**config.mk**
```make
export PLATFORM = sky130hd
export DESIGN_NAME = ps2_keyboard_rx
export DESIGN_NICKNAME = d
export VERILOG_FILES = /design/src/rtl/ps2_keyboard_rx.sv
export SDC_FILE = /design/constraint.sdc
export NUM_CORES = 1
export LEC_CHECK = 0
export CAP_MARGIN = 0
export CORE_AREA = 10 10 69 113
export CTS_CLUSTER_DIAMETER = 150
export DETAILED_ROUTE_END_ITERATION = 8
export DIE_AREA = 0 0 79 123
export HOLD_SLACK_MARGIN = 0.06
export PLACE_DENSITY = 0.73
export SLEW_MARGIN = 0
export SYNTH_ARGS = -nofsm -noshare
export SYNTH_HDL_FRONTEND = slang
export SYNTH_SLANG_ARGS = --single-unit
```
**constraint.sdc**
```tcl
create_clock -name CLK_50M -period 2.2 [get_ports CLK_50M]
set_input_delay 0.55 -clock CLK_50M [delete_from_list [all_inputs] [get_ports CLK_50M]]
set_output_delay 0.55 -clock CLK_50M [all_outputs]
set_load 0.05 [all_outputs]
```
**src/rtl/ps2_keyboard_rx.sv**
```systemverilog
// ps2_keyboard_rx
//   Receives PS/2 keyboard frames from the raw pins, checks start/parity/stop
//   framing, tracks the E0/F0 prefixes and maps a small set of set-2 scan codes
//   to uppercase ASCII for the keyboard control stage.
//
// Ports
//   CLK_50M    in   system clock
//   RST_N      in   asynchronous active-low reset
//   PS2_CLK    in   raw keyboard clock (asynchronous)
//   PS2_DAT    in   raw keyboard data (asynchronous)
//   ps2_byte   out  ASCII of the most recent mapped make code
//   ps2_state  out  high while the key in ps2_byte is held
//   scan_code  out  data byte of the last good frame
//   scan_valid out  one-cycle pulse when scan_code updates
//   rx_err     out  one-cycle pulse on parity, stop-bit or timeout error
module ps2_keyboard_rx #(
    parameter int unsigned TIMEOUT_CYCLES = 100000
) (
    input  logic       CLK_50M,
    input  logic       RST_N,
    input  logic       PS2_CLK,
    input  logic       PS2_DAT,
    output logic [7:0] ps2_byte,
    output logic       ps2_state,
    output logic [7:0] scan_code,
    output logic       scan_valid,
    output logic       rx_err
);

    typedef enum logic [1:0] {
        S_IDLE,
        S_DATA,
        S_PARITY,
        S_STOP
    } state_t;

    localparam logic [16:0] TO_LIM = TIMEOUT_CYCLES[16:0];

    state_t      state;
    logic        clk_s1, clk_s2, clk_d;
    logic        dat_s1, dat_s2;
    logic [2:0]  bit_cnt;
    logic [7:0]  shift;
    logic        par_bit;
    logic [16:0] to_cnt;
    logic        brk_flag, ext_flag;

    logic        fall;
    logic        frame_ok;
    logic        key_hit;
    logic [7:0]  key_ascii;

    // Falling edge of the synchronized keyboard clock.
    assign fall = clk_d & ~clk_s2;

    always_comb begin
        // At the stop-bit edge dat_s2 holds the stop bit.
        frame_ok  = dat_s2 & (^{shift, par_bit});
        key_hit   = 1'b1;
        key_ascii = 8'h00;
        case (shift)
            8'h1C:   key_ascii = 8'h41;
            8'h23:   key_ascii = 8'h44;
            8'h1B:   key_ascii = 8'h53;
            8'h4D:   key_ascii = 8'h50;
            8'h2D:   key_ascii = 8'h52;
            8'h1D:   key_ascii = 8'h57;
            8'h29:   key_ascii = 8'h20;
            default: key_hit   = 1'b0;
        endcase
    end

    always_ff @(posedge CLK_50M or negedge RST_N) begin
        if (!RST_N) begin
            // Synchronizers reset to the idle-high line level so leaving
            // reset never fabricates a falling edge.
            clk_s1     <= 1'b1;
            clk_s2     <= 1'b1;
            clk_d      <= 1'b1;
            dat_s1     <= 1'b1;
            dat_s2     <= 1'b1;
            state      <= S_IDLE;
            bit_cnt    <= '0;
            shift      <= '0;
            par_bit    <= 1'b0;
            to_cnt     <= '0;
            brk_flag   <= 1'b0;
            ext_flag   <= 1'b0;
            ps2_byte   <= '0;
            ps2_state  <= 1'b0;
            scan_code  <= '0;
            scan_valid <= 1'b0;
            rx_err     <= 1'b0;
        end else begin
            clk_s1     <= PS2_CLK;
            clk_s2     <= clk_s1;
            clk_d      <= clk_s2;
            dat_s1     <= PS2_DAT;
            dat_s2     <= dat_s1;
            scan_valid <= 1'b0;
            rx_err     <= 1'b0;

            if (fall)
                to_cnt <= '0;
            else if (to_cnt != '1)
                to_cnt <= to_cnt + 17'd1;

            if (fall) begin
                case (state)
                    S_IDLE: begin
                        if (!dat_s2) begin
                            state   <= S_DATA;
                            bit_cnt <= '0;
                        end
                    end
                    S_DATA: begin
                        shift   <= {dat_s2, shift[7:1]};
                        bit_cnt <= bit_cnt + 3'd1;
                        if (bit_cnt == 3'd7)
                            state <= S_PARITY;
                    end
                    S_PARITY: begin
                        par_bit <= dat_s2;
                        state   <= S_STOP;
                    end
                    S_STOP: begin
                        state <= S_IDLE;
                        if (frame_ok) begin
                            scan_valid <= 1'b1;
                            scan_code  <= shift;
                            if (shift == 8'hF0) begin
                                brk_flag <= 1'b1;
                            end else if (shift == 8'hE0) begin
                                ext_flag <= 1'b1;
                            end else begin
                                if (!ext_flag && key_hit) begin
                                    if (brk_flag) begin
                                        if (key_ascii == ps2_byte)
                                            ps2_state <= 1'b0;
                                    end else begin
                                        ps2_byte  <= key_ascii;
                                        ps2_state <= 1'b1;
                                    end
                                end
                                brk_flag <= 1'b0;
                                ext_flag <= 1'b0;
                            end
                        end else begin
                            rx_err <= 1'b1;
                        end
                    end
                    default: state <= S_IDLE;
                endcase
            end else if (state != S_IDLE && to_cnt >= TO_LIM) begin
                // A fall clears the counter, so timeout only fires between edges.
                state  <= S_IDLE;
                rx_err <= 1'b1;
            end
        end
    end

endmodule

```
==> flow_metrics.env, run 1 <==
export IMPL_clockPowerShare=0.208
export IMPL_cp_depth=7
export IMPL_internal_power_mw=1.773
export IMPL_grt_usage=0.1326
export IMPL_syn_avg_cell_area_um2=10.16
export IMPL_hpwlAfterDp_mm=4.783
export IMPL_num_nets_final=352
export IMPL_power_switching_mw=0.8572
export IMPL_port_buffers=20
export IMPL_path_cells="xnor2_2 > xnor3_1 > xnor2_2 > nand2_2 > nor4b_4 > buf_6 > mux2_2"
export IMPL_tritoncts="built"
export IMPL_min_period_ps=2206
export IMPL_setup_viol=3
export IMPL_drt_iter0_drc=99
export IMPL_routabilityCongestion=0.8888
export IMPL_critPathRequiredTime_ps=2410
export IMPL_grt_pass1_vias=2343
export IMPL_run_status="finished with violations"
export IMPL_die_h_um=123
export IMPL_synth_seq_cells=55
export IMPL_clock_sinks=55
export IMPL_area_growth_pct=20.90
export IMPL_grt_pass1_wl_mm=10.41
export IMPL_start_kind="flop"
export IMPL_cp_max_fo=7
export IMPL_fin_crit_sh=1.003
export IMPL_path_clk_slew_ps=100
export IMPL_critPathKind="flop to flop"
export IMPL_synth_distinct_cells=59
export IMPL_setup_worst_path_end="ps2_byte[4]$_DFFE_PN0P_"
export IMPL_synth_edf_count=0
export IMPL_startpoint="shift[5]$_DFFE_PN0P_"
export IMPL_grt_remaining_overflow=0
export IMPL_final_common_cell="dfrtp_1"
export IMPL_synthFlopType="dfrtp_1"
export IMPL_dieWidth_um=79
export IMPL_power_frac_seq=0.472
export IMPL_totalWireLength_mm=6.281
export IMPL_regToRegSetupSlack_ps=-6
export IMPL_antenna_found_initial=0
export IMPL_reg2reg_depth=7
export IMPL_dp_slack_ps=21.36
export IMPL_ys_seq_area_frac=0.4674
export IMPL_ys_warnings_count=0
export IMPL_path_buf_inv=1
export IMPL_p_leak_nw=1.615
export IMPL_layout_setup_ws_ps=-5.877
export IMPL_antenna_cells=0
export IMPL_r2r_end="ps2_byte[4]$_DFFE_PN0P_"
export IMPL_clk_latency_ps=310
export IMPL_irDropWorstVdd_v=0.0005444
export IMPL_ctsLongestPathBuffers=2
export IMPL_detail_route_antenna_nets=0
export IMPL_cts_root_buf="clkbuf_8"
export IMPL_worst_path_most_repeated_cell="xnor2_2"
export IMPL_wl_per_cell_um=15.03
export IMPL_drc=0
export IMPL_vias=2230
export IMPL_drive_gt1_frac=0.2353
export IMPL_worst_pin_slew_ps=581.2
export IMPL_drv_cap=0
export IMPL_swShare=0.3259
export IMPL_holdWs_ps=218.5
export IMPL_viasPerCell=5.335
export IMPL_endpoint_kind="flop"
export IMPL_synthArstFlopShare=1.000
export IMPL_critPathTopFamily="XOR/XNOR gates"
export IMPL_min_path_type="primary input to asynchronous set/reset pin"
export IMPL_grt_setup_unrepaired="yes"
export IMPL_cts_buffers=5
export IMPL_arrival_ps=2420
export IMPL_p_per_area_mw_per_mm2=735.6
export IMPL_core_mm2=0.005926
export IMPL_drt_first_pass_iters=4
export IMPL_slew_viol_final=0
export IMPL_syn_area_mm2=0.002958
export IMPL_num_rows=37
export IMPL_max_freq_mhz=453.3
export IMPL_fin_skew_ps=17.95
export IMPL_io_pins=23
export IMPL_violations="negative setup slack"
export IMPL_htree_levels=2
export IMPL_slew_headroom=0.6125
export IMPL_slowest_delay_ps=460
export IMPL_layout_common_cells="dfrtp_1 (48), nand2_1 (38), buf_4 (35), nor2_1 (25), clkdlybuf4s50_1 (18)"
export IMPL_syn_inst=291
export IMPL_finalPower_mw=2.630
export IMPL_start_util=0.4992
export IMPL_hold_viol=0
export IMPL_slowest_stage="dfrtp_2"
export IMPL_dieArea_mm2=0.009717
export IMPL_r2r_start="shift[5]$_DFFE_PN0P_"
export IMPL_grt_max_degree=33
export IMPL_power_frac_comb=0.321
registers in the layout, summed over array words and instances, names as in the netlist, 2 cells and up:
register   flops
state          2
ps2_byte       6
scan_code      8
shift          8
to_cnt        17
bit_cnt        3
worst register-to-register path, cell delays in order, from the launching register on:
cell	delay [ps]
dfrtp_2	460
xnor2_2	180
xnor3_1	460
xnor2_2	180
nand2_2	100
nor4b_4	230
buf_6	170
mux2_2	340
per-stage QoR:
stage | instances | utilization | cell area, um^2 | setup TNS (ps)
2_1_floorplan | 292 | - | 2962 | 0
3_3_place_gp | 409 | 0.5817 | 3447 | 0
3_5_place_dp | 409 | 0.5817 | 3447 | 0
4_1_cts | 417 | 0.5959 | 3531 | 0
5_1_grt | 418 | 0.6035 | 3576 | -516.3
6_report | 418 | 0.6035 | 3576 | -9.940
worst min-delay path by stage:
stage                          start                 endpoint  slack (ps)  depth (start not counted)
floorplan                      RST_N   bit_cnt[0]$_DFFE_PN0P_         250                          0
global placement    dat_s1$_DFF_PN1_         dat_s2$_DFF_PN1_         350                          0
detailed placement  clk_s1$_DFF_PN1_         clk_s2$_DFF_PN1_         350                          0
CTS                            RST_N  ps2_byte[5]$_DFFE_PN0P_         230                          1
global route                   RST_N  ps2_byte[5]$_DFFE_PN0P_         240                          1
finish                         RST_N  ps2_byte[0]$_DFFE_PN0P_         220                          1
per-layer routing:
metal / track usage / share of wire / vias to the layer above
met1: 0.1167 / 0.36 / 1086
met4: 0.05293 / 0.020 / 0
met3: 0.03343 / 0.029 / 14
met2: 0.2700 / 0.59 / 31
li1: - / - / 1099
met5: 0 / 0 / -
kinds of logic (layout without fill, tap and decap cells):
family	after synthesis	after routing	share of synthesized area
simple gates	119	119	0.2187
mux	17	17	0.06303
flops	55	55	0.4674
fa+ha+maj	9	9	0.03807
other cells	1	2	0.001268
buf+inv	26	74	0.03976
xor+xnor	22	22	0.07234
compound gates	42	42	0.09941
power groups by stage:
stage	clock network (mW)	registers [mW]	logic [mW]
2_1_floorplan	0	1.25	0.563
3_3_place_gp	0	1.25	0.813
3_5_place_dp	0	1.26	0.833
4_1_cts	0.562	1.24	0.838
5_1_grt	0.602	1.26	0.925
6_report	0.546	1.24	0.844
timing repair:
action / CTS / global route
resized for setup: 0 / 11
endpoints found under the setup margin: 0 / 10
buffers inserted: 0 / 1
hold buffers: 0 / 0
layout make-up:
type	instances	area [um^2]
clock buffer	7	76.32
timing repair buffer	56	479.2
tap	78	97.59
inverter	10	37.54
fill	535	2350
multi-input combinational	211	1493
clock inverter	1	7.507
sequential	55	1385
synthesized netlist by cell type (3+ instances only):
cell | n | share of area
or3b_2 | 3 | 0.0089
dfstp_2 | 5 | 0.044
buf_2 | 3 | 0.0051
inv_1 | 10 | 0.013
nor2b_1 | 5 | 0.011
ha_1 | 9 | 0.038
o21ai_0 | 17 | 0.029
nand3b_1 | 3 | 0.0076
xnor2_1 | 11 | 0.033
mux2i_1 | 4 | 0.014
nor3_1 | 3 | 0.0051
xor2_1 | 9 | 0.027
nand4_1 | 4 | 0.0085
a21oi_1 | 5 | 0.0085
nand2_1 | 38 | 0.048
dfrtp_1 | 50 | 0.42
nand2b_1 | 3 | 0.0063
nor2_1 | 25 | 0.032
or3_1 | 3 | 0.0063
o21a_1 | 3 | 0.0076
clkbuf_1 | 8 | 0.010
nor4_1 | 3 | 0.0063
nand3_1 | 10 | 0.017
mux2_2 | 13 | 0.049
Power figures use the tool's default switching activity.
==> inputs of run 2 (changes only) <==
Settings changed: SKIP_LAST_GASP from default to 1.
==> results of run 2 <==
No change in the layout: final DEF, timing and power equal those of run 1.
